===== config.mk =====
export PLATFORM = sky130hd
export DESIGN_NAME = uop_queue
export DESIGN_NICKNAME = d
export VERILOG_FILES = /design/src/rtl/uop_queue_pkg.sv /design/src/rtl/uop_queue_mem.sv /design/src/rtl/uop_queue.sv
export SDC_FILE = /design/constraint.sdc
export NUM_CORES = 1
export LEC_CHECK = 0
export ABC_CLOCK_PERIOD_IN_PS = 4910
export BUFFER_PORTS_ARGS = -buffer_cell sky130_fd_sc_hd__clkbuf_2
export CORE_ASPECT_RATIO = 0.7
export CORE_MARGIN = 4
export CORE_UTILIZATION = 25
export DETAILED_ROUTE_END_ITERATION = 10
export PLACE_DENSITY = 0.41
export SYNTH_ARGS = -nofsm -noshare
export SYNTH_HDL_FRONTEND = slang
export SYNTH_SLANG_ARGS = --single-unit

===== constraint.sdc =====
create_clock -name clk_in -period 4.91 [get_ports clk_in]
set_clock_uncertainty 0.15 [all_clocks]
set_input_delay 0.7365 -clock clk_in [delete_from_list [all_inputs] [get_ports clk_in]]
set_output_delay 0.7365 -clock clk_in [all_outputs]
set_load 0.01 [all_outputs]

===== src/rtl/uop_queue_pkg.sv =====
// uop_queue_pkg: uop types and queue sizing shared by the decoder, the uop queue and rename.
package uop_queue_pkg;

    localparam int INSTR_Q_DEPTH = 32;
    localparam int INSTR_Q_WIDTH = 5;

    typedef enum logic [3:0] {
        UOP_NOP = 4'd0,
        UOP_ADD = 4'd1,
        UOP_SUB = 4'd2,
        UOP_LD  = 4'd3,
        UOP_ST  = 4'd4,
        UOP_BR  = 4'd5,
        UOP_HLT = 4'd6
    } uop_code;

    typedef struct packed {
        uop_code     uopcode;
        logic [4:0]  rd;
        logic [4:0]  rs1;
        logic [4:0]  rs2;
        logic [31:0] pc;
    } uop_insn;

    localparam int UOP_W = $bits(uop_insn);

    // True when the raw uop bits carry a halt opcode.
    function automatic logic is_halt(input logic [UOP_W-1:0] raw);
        uop_insn u;
        u = uop_insn'(raw);
        return (u.uopcode == UOP_HLT);
    endfunction

endpackage


===== src/rtl/uop_queue_mem.sv =====
// uop_queue_mem: DEPTH-entry uop storage, one synchronous write port and one
// combinational read port. Kept on its own so the array can map onto a RAM.
module uop_queue_mem
    import uop_queue_pkg::*;
#(
    parameter int DEPTH  = INSTR_Q_DEPTH,
    parameter int ADDR_W = INSTR_Q_WIDTH
) (
    input  logic              clk_i,
    input  logic              wr_en_i,
    input  logic [ADDR_W-1:0] wr_addr_i,
    input  logic [UOP_W-1:0]  wr_data_i,
    input  logic [ADDR_W-1:0] rd_addr_i,
    output logic [UOP_W-1:0]  rd_data_o
);

    logic [UOP_W-1:0] mem_q [DEPTH];

    // Write the incoming uop into its slot; storage needs no reset.
    always_ff @(posedge clk_i) begin
        if (wr_en_i) begin
            mem_q[wr_addr_i] <= wr_data_i;
        end
    end

    assign rd_data_o = mem_q[rd_addr_i];

endmodule


===== src/rtl/uop_queue.sv =====
// uop_queue: decoupling FIFO between decode and rename/ROB dispatch.
// valid/ready on both sides, whole-queue flush, enqueue blocked after a HLT
// until the next flush. Pointers carry an extra wrap bit to tell full from empty.
// Optional build macro UOP_QUEUE_BYPASS_EN: an empty queue forwards the offered
// uop to the head in the same cycle.
module uop_queue
    import uop_queue_pkg::*;
#(
    parameter int DEPTH = INSTR_Q_DEPTH,
    parameter int PTR_W = INSTR_Q_WIDTH
) (
    input  logic             clk_in,
    input  logic             rst_in,
    input  logic             flush_in,
    input  logic             enq_valid_in,
    input  logic [UOP_W-1:0] enq_uop_in,
    output logic             enq_ready_out,
    output logic             deq_valid_out,
    output logic [UOP_W-1:0] deq_uop_out,
    input  logic             deq_ready_in,
    output logic [PTR_W:0]   count_out,
    output logic             halted_out
);

    localparam logic [PTR_W:0] PTR_ONE = {{PTR_W{1'b0}}, 1'b1};

    logic [PTR_W:0]   head_q, head_d;
    logic [PTR_W:0]   tail_q, tail_d;
    logic             halt_q, halt_d;

    logic             empty_s;
    logic             full_s;
    logic             enq_ready_s;
    logic             enq_fire_s;
    logic             enq_is_hlt_s;
    logic             deq_valid_s;
    logic             deq_fire_s;
    logic [UOP_W-1:0] deq_uop_s;
    logic             wr_en_s;
    logic             head_adv_s;
    logic [UOP_W-1:0] mem_rd_s;

    uop_queue_mem #(
        .DEPTH  (DEPTH),
        .ADDR_W (PTR_W)
    ) u_mem (
        .clk_i     (clk_in),
        .wr_en_i   (wr_en_s),
        .wr_addr_i (tail_q[PTR_W-1:0]),
        .wr_data_i (enq_uop_in),
        .rd_addr_i (head_q[PTR_W-1:0]),
        .rd_data_o (mem_rd_s)
    );

    // Occupancy flags and the enqueue handshake; ready never looks at deq_ready_in.
    always_comb begin
        empty_s      = (head_q == tail_q);
        full_s       = (head_q[PTR_W-1:0] == tail_q[PTR_W-1:0]) &&
                       (head_q[PTR_W] != tail_q[PTR_W]);
        enq_ready_s  = !full_s && !halt_q && !flush_in;
        enq_fire_s   = enq_valid_in && enq_ready_s;
        enq_is_hlt_s = is_halt(enq_uop_in);
    end

`ifdef UOP_QUEUE_BYPASS_EN
    logic byp_s;
    logic pass_s;

    // Dequeue side with same-cycle forwarding: a uop offered to an empty queue
    // is shown at the head; if taken now it never touches storage or pointers.
    always_comb begin
        byp_s       = empty_s && !flush_in && !halt_q && enq_valid_in;
        deq_valid_s = (!empty_s && !flush_in) || byp_s;
        if (byp_s) begin
            deq_uop_s = enq_uop_in;
        end else begin
            deq_uop_s = mem_rd_s;
        end
        deq_fire_s  = deq_valid_s && deq_ready_in;
        pass_s      = byp_s && deq_ready_in;
        wr_en_s     = enq_fire_s && !pass_s;
        head_adv_s  = deq_fire_s && !pass_s;
    end
`else
    // Dequeue side: head comes straight from storage, so a new uop needs a cycle.
    always_comb begin
        deq_valid_s = !empty_s && !flush_in;
        deq_uop_s   = mem_rd_s;
        deq_fire_s  = deq_valid_s && deq_ready_in;
        wr_en_s     = enq_fire_s;
        head_adv_s  = deq_fire_s;
    end
`endif

    // Next pointer and halt state; a flush empties the queue by catching head up to tail.
    always_comb begin
        head_d = head_q;
        tail_d = tail_q;
        halt_d = halt_q;
        if (flush_in) begin
            head_d = tail_q;
            halt_d = 1'b0;
        end else begin
            if (wr_en_s) begin
                tail_d = tail_q + PTR_ONE;
            end else begin
                tail_d = tail_q;
            end
            if (head_adv_s) begin
                head_d = head_q + PTR_ONE;
            end else begin
                head_d = head_q;
            end
            if (enq_fire_s && enq_is_hlt_s) begin
                halt_d = 1'b1;
            end else begin
                halt_d = halt_q;
            end
        end
    end

    // State registers; reset wins over flush and any handshake.
    always_ff @(posedge clk_in) begin
        if (rst_in) begin
            head_q <= {(PTR_W+1){1'b0}};
            tail_q <= {(PTR_W+1){1'b0}};
            halt_q <= 1'b0;
        end else begin
            head_q <= head_d;
            tail_q <= tail_d;
            halt_q <= halt_d;
        end
    end

    assign enq_ready_out = enq_ready_s;
    assign deq_valid_out = deq_valid_s;
    assign deq_uop_out   = deq_uop_s;
    assign count_out     = tail_q - head_q;
    assign halted_out    = halt_q;

endmodule


# Word level (Yosys, flattened, before mapping)
# Memory sizes are Yosys's and may differ from the RTL's. A register that Yosys moved wholly into a read port is not among the register bits.
# Cells that the tools add are included.
[word_totals] latch_bits=0 output_inout_bits=60 inputBits=56 rom_bits=0 ramBits=1632 elab_cells=32 n_memories=1 register_bits=13
[classes] n_lt_le_gt_ge=0 bitwise_logic=1 multipliers=0 muxes=6 n_eq_ne=4 n_reduce_logical=14 n_div=0 n_addsub=3 n_shift=0
[memory_table] name="u_mem.mem_q" depth=32 word_bits=51 read_ports=1 rd_ports_with_merged_regs=1 wr=1 line_no="uop_queue_mem.sv:17" text="logic [UOP_W-1:0] mem_q [DEPTH];"
[op_table] operator="$add A6 B1 Y6 const B" n=2
[op_table] operator="$mux W6" n=2
[op_table] operator="$mux W5" n=2
[op_table] operator="$logic_and A1 B1 Y1" n=7
[op_table] operator="$eq A6 B6 Y1" n=1
[op_table] operator="$sub A6 B6 Y6" n=1
[op_table] operator="$eq A5 B5 Y1" n=1
[op_table] operator="$eq A4 B3 Y1 const B" n=1
[op_table] operator="$logic_not A1 Y1" n=4
[op_table] operator="$mux W1" n=2
[op_table] operator="$reduce_and A2 Y1" n=1
[op_table] operator="$reduce_bool A2 Y1" n=1
[op_table] operator="$reduce_or A2 Y1" n=1
[op_table] operator="$ne A1 B1 Y1" n=1
[op_table] operator="$not A1 Y1" n=1

# Depth between registers and ports, before layout
# Gate-level depths: netlist of the first run.
[depth] ltp_word=8 ltp_mapped=8 ltp_nobuf=6

# Hierarchy
# Synthesis of the first run repeated with hierarchy kept, for this count alone.
[hier_totals] cells_unflattened=3634 hier_area_um2=64500.6
[by_module_without_submodules] mod="uop_queue_mem" cells_each=3523 n_inst=1 area_per_inst_um2=63522.2 seq_area_each_um2=49007.0
[by_module_without_submodules] mod="uop_queue" cells_each=111 n_inst=1 area_per_inst_um2=978.4 seq_area_each_um2=260.2

# Least setup slack after synthesis of the first run
# Ideal clock, no wire load.
[synth_timing] kind="input-to-reg" startpoint="input flush_in" endpoint="memory u_mem.mem_q[29][0] (netlist bit) (enable)" cell_stages=4 arrival_ps=3875 n_path_buf=0 setup_time_ps=460 required_ps=4300 path_slack_ps=425 cell_sequence="or3b_2 a31oi_4 nand2_1 nor2_1"
[synth_between] elab_chain_len=5
[synth_rtl] element="from (decl)" line_no="uop_queue.sv:14" text="input logic flush_in,"
[synth_rtl] element="$logic_not A1 Y1" line_no="uop_queue.sv:60" text="enq_ready_s = !full_s && !halt_q && !flush_in;"
[synth_rtl] element="$logic_and A1 B1 Y1" line_no="uop_queue.sv:60"
[synth_rtl] element="$logic_and A1 B1 Y1" line_no="uop_queue.sv:61" text="enq_fire_s = enq_valid_in && enq_ready_s;"
[synth_rtl] element="$mux W1" line_no="uop_queue_mem.sv:21" text="if (wr_en_i) begin"
[synth_rtl] element="$mux W1 (implied by the code)" line_no="uop_queue_mem.sv:22" text="mem_q[wr_addr_i] <= wr_data_i;"
[synth_rtl] element="to (decl)" line_no="uop_queue_mem.sv:17"
# No other way between the ends.

==> results.cfg, run 1 <==
[yosys]
synth_top_area_share = 0.790
yosysTopAreaCell = edfxtp_1
synth_nets = 2675
synth_edf_count = 1632
postSynthCellCount = 2608
ys_seq_area_frac = 0.795
ys_warn_count = 0
synth_most_common_cell = edfxtp_1
synth_flop_cell = edfxtp_1
syn_area_um2 = 62100
ys_types = 58
syn_avg_cell_area_um2 = 23.8
synth_common_cells = edfxtp_1, mux4_2, o22ai_1
synthTopCellsByArea = edfxtp_1, mux4_2, o22ai_1
ys_ff_latch = 1650
async_flop_share = 0

[timing]
fmax_mhz = 222
grt_setup_unrepaired = no
hold_viol_final = 0
tightest_slew_ps = 1170
timing.final.ws_setup_ps = 412
relSlewSlack = 0.220
setup_viol = 0
hold_slack_ps = 193
maxSlewViolCount = 0
fin_crit_sh = 0.916
post-route-min-period_ps = 4500
final.setup.tns_ps = 0

[critical_path]
crit_family = simple AND/OR/NAND/NOR gates
path_buf_inv = 3
cp.arrival_ps = 3610
cp_common_cell = buf_4
cpPeakStageDelay_ps = 620
crit_type = flop to output pin
cp_cell_sequence = or3b_4 -> buf_4 -> o22ai_1 -> nor4_2 -> buf_4 -> clkbuf_2
cpMaxStageDelayCell = or3b_4
end_kind = output pin
start_kind = flop
crit_fanout = 19
critPathRequiredTime_ps = 4020

[power]
p_comb_frac = 0.058
power.share.clock = 0.417
vdd_drop_max_uv = 272
p_seq_frac = 0.525
power_switching_mw = 6.42
intPower_mw = 23.2
switching_share = 0.217
p_leak_nw = 21.6
total_power_mw = 29.6
power.density_nw_per_um2 = 405

[floorplanning]
rows = 152
die-area_um2 = 256000
die_h_um = 425
start_util = 0.252
io_pins = 116
fp.coreArea_um2 = 246000
die_w_um = 604

[final_layout]
seqCellArea_um2 = 49400
final_nets = 2945
fillers = 23800
multi_input_area_um2 = 12100
syn2layout_area_growth_pct = 17.7
drive_above_1_share = 0.315

[route]
drt-initial-drc-count = 2636
via_per_inst = 4.56
firstDrtPassIters = 5
drtAntennaViolNets = 0
remaining_drc_errors = 0
totalWireLength_um = 174000
wl_per_cell_um = 27.6
vias = 28800

[global_route]
grt_pass1_vias = 30000
antenna_found_initial = 7
grt_usage = 0.134
grt.overflow.total = 0
grt_max_degree = 74
grt_pass1_wl_um = 244000

[clock_network]
clk_pin_slew_ps = 70
root_buffer = clkbuf_16
insertion_delay_ps = 810
htreeDepth = 4
cts_buffers = 167
hold_buffers = 0
clockBufferDepth = 4
cts_tree = built
post-cts-setup-buffers = 0
cts-resized-gates = 1
cts.sinks = 1650

[place]
portBuffers = 115
post-place-ws_ps = 798
hpwl_um = 94600
place_congestion = 0.690

[flow_run]
cap_violations = 0

[worst_hold_path]
holdCritPathClass = primary input to flop

[run_status]
status = completed
-- cell type report --
class / instances / share of cell area
antenna: 1 / 0.0000343
sequential: 1650 / 0.676
clock inverter: 80 / 0.00965
multi-input combinational: 802 / 0.165
inverter: 12 / 0.000651
clock buffer: 212 / 0.0604
timing repair buffer: 245 / 0.0310
tap: 3311 / 0.0567
-- final timing paths --
path / startpoint / to / slack (ps) / depth (start not counted)
setup / recovery: flop / deq_uop_out[49] / 410 / 6
hold reg to reg: halted_out$_SDFFE_PP0P_ / halted_out$_SDFFE_PP0P_ / 430 / 2
hold / removal: rst_in / head_q[5]$_SDFFE_PP0N_ / 190 / 2
setup reg to reg: tail_q[4]$_SDFFE_PP0P_ / u_mem.mem_q[1][17]$_DFFE_PP_ / 1310 / 6
-- flip-flops by register name, summed over array words and instances (netlist names), named ones only --
| name | flops |
|---|---|
| u_mem.mem_q | 1632 |
| halted_out | 1 |
| tail_q | 6 |
| head_q | 6 |
-- power by group through the flow --
stage / clock, mW / combinational (mW) / sequential [mW]
6_report: 12.3 / 1.71 / 15.6
5_1_grt: 13.4 / 1.85 / 15.6
4_1_cts: 12.8 / 1.78 / 15.6
3_5_place_dp: 0 / 1.78 / 15.9
3_3_place_gp: 0 / 1.78 / 15.9
2_1_floorplan: 0 / 0.974 / 15.8
-- cells by family after synthesis --
family                   share of synthesized area
multiplexers                                 0.148
flip-flops                                   0.795
buffers and inverters                       0.0141
AND/OR/NAND/NOR                             0.0141
AO/OA/AOI/OAI                               0.0246
adder cells (fa/ha/maj)                    0.00234
XOR/XNOR                                  0.000968
-- through the flow --
stage / cell area [µm²] / std cells / util
floorplan: 62100 / 2608 / -
global placement: 67900 / 6020 / 0.276
detailed placement: 67900 / 6020 / 0.276
CTS: 73000 / 6312 / 0.297
global route: 73000 / 6313 / 0.297
finish: 73000 / 6313 / 0.297
-- worst register-to-register path: cells and delay by family, from the launching register on --
| family | cells | cell delay (ps) |
|---|---|---|
| compound gates | 1 | 360 |
| flops | 1 | 510 |
| fa+ha+maj | 1 | 370 |
| simple gates | 3 | 1550 |
| buf+inv | 1 | 300 |
-- cells in the final DEF (no fill, tap or decap), drive strengths merged, types with 5 or more instances in the layout --
cell type,n
inv,16
edfxtp,1632
mux4,408
bufinv,12
dfxtp,18
nor3,5
buf,130
nand2,11
nand3,5
o22ai,204
ha,10
nand3b,5
clkinv,60
nor2,47
clkbuf,327
a21oi,5
nor4,51
-- layer usage --
metal	GRT usage	vias up	part of all wire
li1	-	11900	-
met1	0.200	16000	0.49
met2	0.203	678	0.45
met3	0.0245	211	0.047
met4	0.0283	2	0.019
met5	0	-	0.000075
Note: power is estimated with default switching activity, not from simulation.
==> run 2: changes to the inputs <==
PLACE_DENSITY = 0.48   (was 0.41)
==> run 2 against run 1 <==
Against the previous run: largest cell class unchanged; first-iteration DRC count increased by 19%; non-clock buffer count decreased by 2; critical path type unchanged; sequential power about the same; clock power decreased by 7%; clock-buffer cell count decreased by 27; highest routed layer unchanged; cell area decreased by 1.0%; cell count decreased by 0.38%; via count increased by 0.48%.
==> results.cfg, run 2 (synthesis gave the netlist of run 1 again) <==
[critical_path]
start_kind = flop
critPathRequiredTime_ps = 4020
cpMaxStageDelayCell = or3b_4
cp_common_cell = buf_4
crit_family = simple AND/OR/NAND/NOR gates
cp.arrival_ps = 3580
crit_fanout = 26
end_kind = output pin
crit_type = flop to output pin
reg2reg_slack_ps = 1270
cp_cell_sequence = or3b_4 -> buf_4 -> o22ai_1 -> nor4_1 -> buf_4 -> clkbuf_2
cpPeakStageDelay_ps = 710
path_buf_inv = 3

[global_route]
antenna_found_initial = 8
grt_max_degree = 67
grt.overflow.total = 0
grt_pass1_vias = 29200
grt_usage = 0.127
grt_pass1_wl_um = 234000

[route]
wl_per_cell_um = 26.6
remaining_drc_errors = 0
vias = 29000
drt-initial-drc-count = 3149
totalWireLength_um = 167000
firstDrtPassIters = 7
drtAntennaViolNets = 0
via_per_inst = 4.60

[timing]
post-route-min-period_ps = 4460
grt_setup_unrepaired = no
setup_viol = 0
maxSlewViolCount = 0
fin_crit_sh = 0.909
final.setup.tns_ps = 0
fmax_mhz = 224
timing.final.ws_setup_ps = 445
tightest_slew_ps = 915
hold_viol_final = 0
relSlewSlack = 0.390

[final_layout]
seqCellArea_um2 = 49400
fillers = 23900
reg_top3 = u_mem.mem_q x1632, head_q x6, tail_q x6
largest_reg_flops = 1632
multi_input_area_um2 = 12100
syn2layout_area_growth_pct = 16.5
final_nets = 2932
largest-register = u_mem.mem_q
drive_above_1_share = 0.312
final_common_cell = edfxtp_1
layout_common_cells = edfxtp_1, mux4_2, o22ai_1

[power]
vdd_drop_max_uv = 229
p_leak_nw = 21.3
power.density_nw_per_um2 = 397

[clock_network]
post-cts-setup-buffers = 0
insertion_delay_ps = 780
root_buffer = clkbuf_16
cts_buffers = 156
htreeDepth = 4
cts-resized-gates = 0
cts_tree = built
hold_buffers = 0
cts.sinks = 1650
clk_pin_slew_ps = 70
clockBufferDepth = 4

[floorplanning]
die_h_um = 425
die_w_um = 604
die-area_um2 = 256000
fp.coreArea_um2 = 246000
io_pins = 116
rows = 152
start_util = 0.252

[worst_hold_path]
holdCritPathClass = primary input to flop

[place]
post-place-ws_ps = 961
portBuffers = 115
place_congestion = 0.709
hpwl_um = 93600

[run_status]
status = completed

[flow_run]
cap_violations = 0
-- run 2: cell types whose count changed in the layout (fill, tap and decap cells not counted), moves of 2 or more --
| cell | previous run | this run |
|---|---|---|
| buf_12 | 57 | 34 |
| buf_4 | 73 | 94 |
| bufinv_16 | 12 | 7 |
| clkbuf_1 | 42 | 26 |
| clkbuf_16 | 170 | 159 |
| clkinv_1 | 31 | 34 |
| clkinv_2 | 27 | 29 |
| diode_2 | 1 | 4 |
-- run 2: layer usage --
metal	routed length (µm)	GRT usage
met4	3090	0.0258
met3	11000	0.0286
met2	72800	0.185
met1	80100	0.195
met5	35	0
-- run 2: worst paths after layout --
check / endpoint / start / cells past startpoint
max reg2reg: u_mem.mem_q[8][22]$_DFFE_PP_ / tail_q[4]$_SDFFE_PP0P_ / 6
min: halted_out$_SDFFE_PP0P_ / flush_in / 2
min reg2reg: halted_out$_SDFFE_PP0P_ / halted_out$_SDFFE_PP0P_ / 2
max: deq_uop_out[27] / flop / 6
-- run 2: power breakdown --
part | internal (mW) | total [mW] | switching (mW)
logic | 0.679 | 1.70 | 1.02
clock network | 6.30 | 11.5 | 5.17
registers | 15.5 | 15.5 | 0.0304
total | 22.5 | 28.7 | 6.22
-- run 2: layout make-up --
type | instances | area share
diodes | 4 | 0.000138
clock buffers | 185 | 0.0564
clock inverters | 82 | 0.00808
inverters | 12 | 0.000658
multi-input cells | 802 | 0.167
flip-flops and latches | 1650 | 0.683
well taps | 3311 | 0.0573
repair buffers | 243 | 0.0271
-- run 2: stage by stage --
step / util / power, mW / std cells / instance area (µm²) / hold WS (ps)
CTS: 0.294 / 29.1 / 6285 / 72300 / 175
finish: 0.294 / 28.7 / 6289 / 72300 / 237
global route: 0.294 / 29.8 / 6286 / 72300 / 218
detailed placement: 0.275 / 17.6 / 6018 / 67600 / 390
floorplan: - / 16.8 / 2608 / 62100 / 397
global placement: 0.275 / 17.6 / 6018 / 67600 / 407
==> run 3: changes to the inputs <==
ABC_AREA = 1   (was default)
==> run 3 against run 2 <==
Against the previous run: hold slack lost 66 ps; via count grew 51%; flip-flop and latch count is the same; wire length grew 30%; critical path depth grew 4; synthesized cell count grew 120%; first-iteration DRC count grew 58%; global-route usage grew 2.6 points; die area grew 7.7%; critical path type unchanged; largest cell class unchanged.
==> results.cfg, run 3 <==
[run_status]
status = completed

[clock_network]
root_buffer = clkbuf_16
post-cts-setup-buffers = 0
insertion_delay_ps = 770
cts_tree = built
hold_buffers = 0
clk_pin_slew_ps = 60
cts_buffers = 161
cts.sinks = 1650
htreeDepth = 4
cts-resized-gates = 0
clockBufferDepth = 4

[timing]
relSlewSlack = 0.258
maxSlewViolCount = 0
setup_viol = 0
grt_setup_unrepaired = no
post-route-min-period_ps = 4360
hold_slack_ps = 171
timing.final.ws_setup_ps = 552
final.setup.tns_ps = 0
hold_viol_final = 0
fin_crit_sh = 0.888
fmax_mhz = 229
tightest_slew_ps = 1110

[yosys]
synth_edf_count = 1632
synthTopCellsByArea = edfxtp_1, nand2_1, nand3_1
async_flop_share = 0
synth_common_cells = nand2_1, edfxtp_1, nand3_1
ys_types = 27
yosysTopAreaCell = edfxtp_1
synth_flop_cell = edfxtp_1
ys_warn_count = 0
syn_area_um2 = 66900
ys_seq_area_frac = 0.738
synth_top_area_share = 0.732
syn_avg_cell_area_um2 = 11.7
postSynthCellCount = 5717
synth_most_common_cell = nand2_1
ys_ff_latch = 1650
synth_nets = 5784

[final_layout]
seqCellArea_um2 = 49400
largest-register = u_mem.mem_q
final_nets = 5842
reg_top3 = u_mem.mem_q x1632, head_q x6, tail_q x6
largest_reg_flops = 1632
layout_common_cells = nand2_1, edfxtp_1, nand3_1
syn2layout_area_growth_pct = 15.1
multi_input_area_um2 = 15800
drive_above_1_share = 0.0838
fillers = 27000
fin_util = 0.290
final_common_cell = nand2_1

[power]
vdd_drop_max_uv = 228
power.density_nw_per_um2 = 381
p_leak_nw = 27.1

[route]
remaining_drc_errors = 0
drtAntennaViolNets = 0
via_per_inst = 4.66
firstDrtPassIters = 6
drt-initial-drc-count = 4975
totalWireLength_um = 218000
wl_per_cell_um = 23.1
vias = 43900

[critical_path]
critPathRequiredTime_ps = 4020
start_kind = flop
crit_type = flop to output pin
crit_fanout = 91
r2r_cells = 11
end_kind = output pin
cp.arrival_ps = 3470

[floorplanning]
start_util = 0.252
io_pins = 116
fp.coreArea_um2 = 265000
die_w_um = 626
die-area_um2 = 276000
die_h_um = 441
rows = 158

[place]
portBuffers = 115
hpwl_um = 106000
place_congestion = 0.748
post-place-ws_ps = 1210

[worst_hold_path]
holdCritPathClass = primary input to flop
worstHoldPathCells = 2

[global_route]
grt.overflow.total = 0
grt_usage = 0.153
grt_max_degree = 153
antenna_found_initial = 18
grt_pass1_vias = 41500
grt_pass1_wl_um = 311000

[flow_run]
cap_violations = 0
==> run 3: changes by cell type in the layout (fill, tap and decap cells not counted), moves of 17 or more <==
| cell | before | now |
|---|---|---|
| buf_12 | 34 | 69 |
| buf_4 | 94 | 66 |
| clkbuf_1 | 26 | 44 |
| inv_1 | 11 | 28 |
| mux4_2 | 408 | 0 |
| nand2_1 | 10 | 2343 |
| nand3_1 | 4 | 1245 |
| nor4_1 | 36 | 1 |
| o22ai_1 | 204 | 0 |
==> run 3: cell type report <==
| cell class | count | share of cell area |
|---|---|---|
| Sequential cell | 1650 | 0.641 |
| Multi-Input combinational cell | 3678 | 0.205 |
| Tap cell | 3520 | 0.0572 |
| Clock buffer | 209 | 0.0558 |
| Timing Repair Buffer | 250 | 0.0319 |
| Clock inverter | 65 | 0.00616 |
| Inverter | 34 | 0.00216 |
| Antenna cell | 7 | 0.000228 |
==> run 3: per-stage QoR <==
stage / cell area [µm²] / power (mW) / instances
2_1_floorplan: 66900 / 17.0 / 5717
3_3_place_gp: 72200 / 17.8 / 9132
3_5_place_dp: 72200 / 17.8 / 9132
4_1_cts: 77000 / 29.6 / 9406
5_1_grt: 77000 / 30.4 / 9406
6_report: 77000 / 29.3 / 9413
==> run 3: kinds of logic (layout without fill, tap and decap cells) <==
| group | after synthesis | in the layout | synth area share |
|---|---|---|---|
| compound gates | 28 | 28 | 0.00219 |
| xor+xnor | 8 | 8 | 0.00105 |
| fa+ha+maj | 11 | 11 | 0.00217 |
| buf+inv | 389 | 558 | 0.0295 |
| flops | 1650 | 1650 | 0.738 |
| other cells | 0 | 7 | 0 |
| simple gates | 3631 | 3631 | 0.227 |
==> run 3: final timing paths <==
| kind | endpoint | slack [ps] | from |
|---|---|---|---|
| setup reg to reg | u_mem.mem_q[5][6]$_DFFE_PP_ | 1170 | head_q[1]$_SDFFE_PP0N_ |
| hold reg to reg | flop | 400 | head_q[4]$_SDFFE_PP0N_ |
| setup / recovery | deq_uop_out[11] | 550 | flop |
| hold / removal | head_q[5]$_SDFFE_PP0N_ | 170 | rst_in |
==> run 3: power breakdown <==
| group | leakage [nW] | internal (mW) | switching [mW] |
|---|---|---|---|
| clock | 2.33 | 6.47 | 5.36 |
| sequential | 14.8 | 15.5 | 0.0232 |
| combinational | 9.91 | 0.504 | 1.43 |
| total | 27.1 | 22.5 | 6.82 |
==> run 3: critical path, cell delays in order, from the launching register on <==
cell      delay (ps)
dfxtp_4          500
inv_8            650
buf_12           350
nand3_1          120
nand3_1          110
nand2_1           70
nand2_1           50
nand2_1          110
nand2_1           70
nand2_1          270
clkbuf_2         230
==> run 3: routing by layer <==
layer  up-vias  share of wire  GRT usage
li1      20000              -          -
met1     22100           0.47      0.224
met2      1472           0.46      0.243
met3       241          0.062     0.0244
met4         8          0.016     0.0253
met5         -        0.00023          0
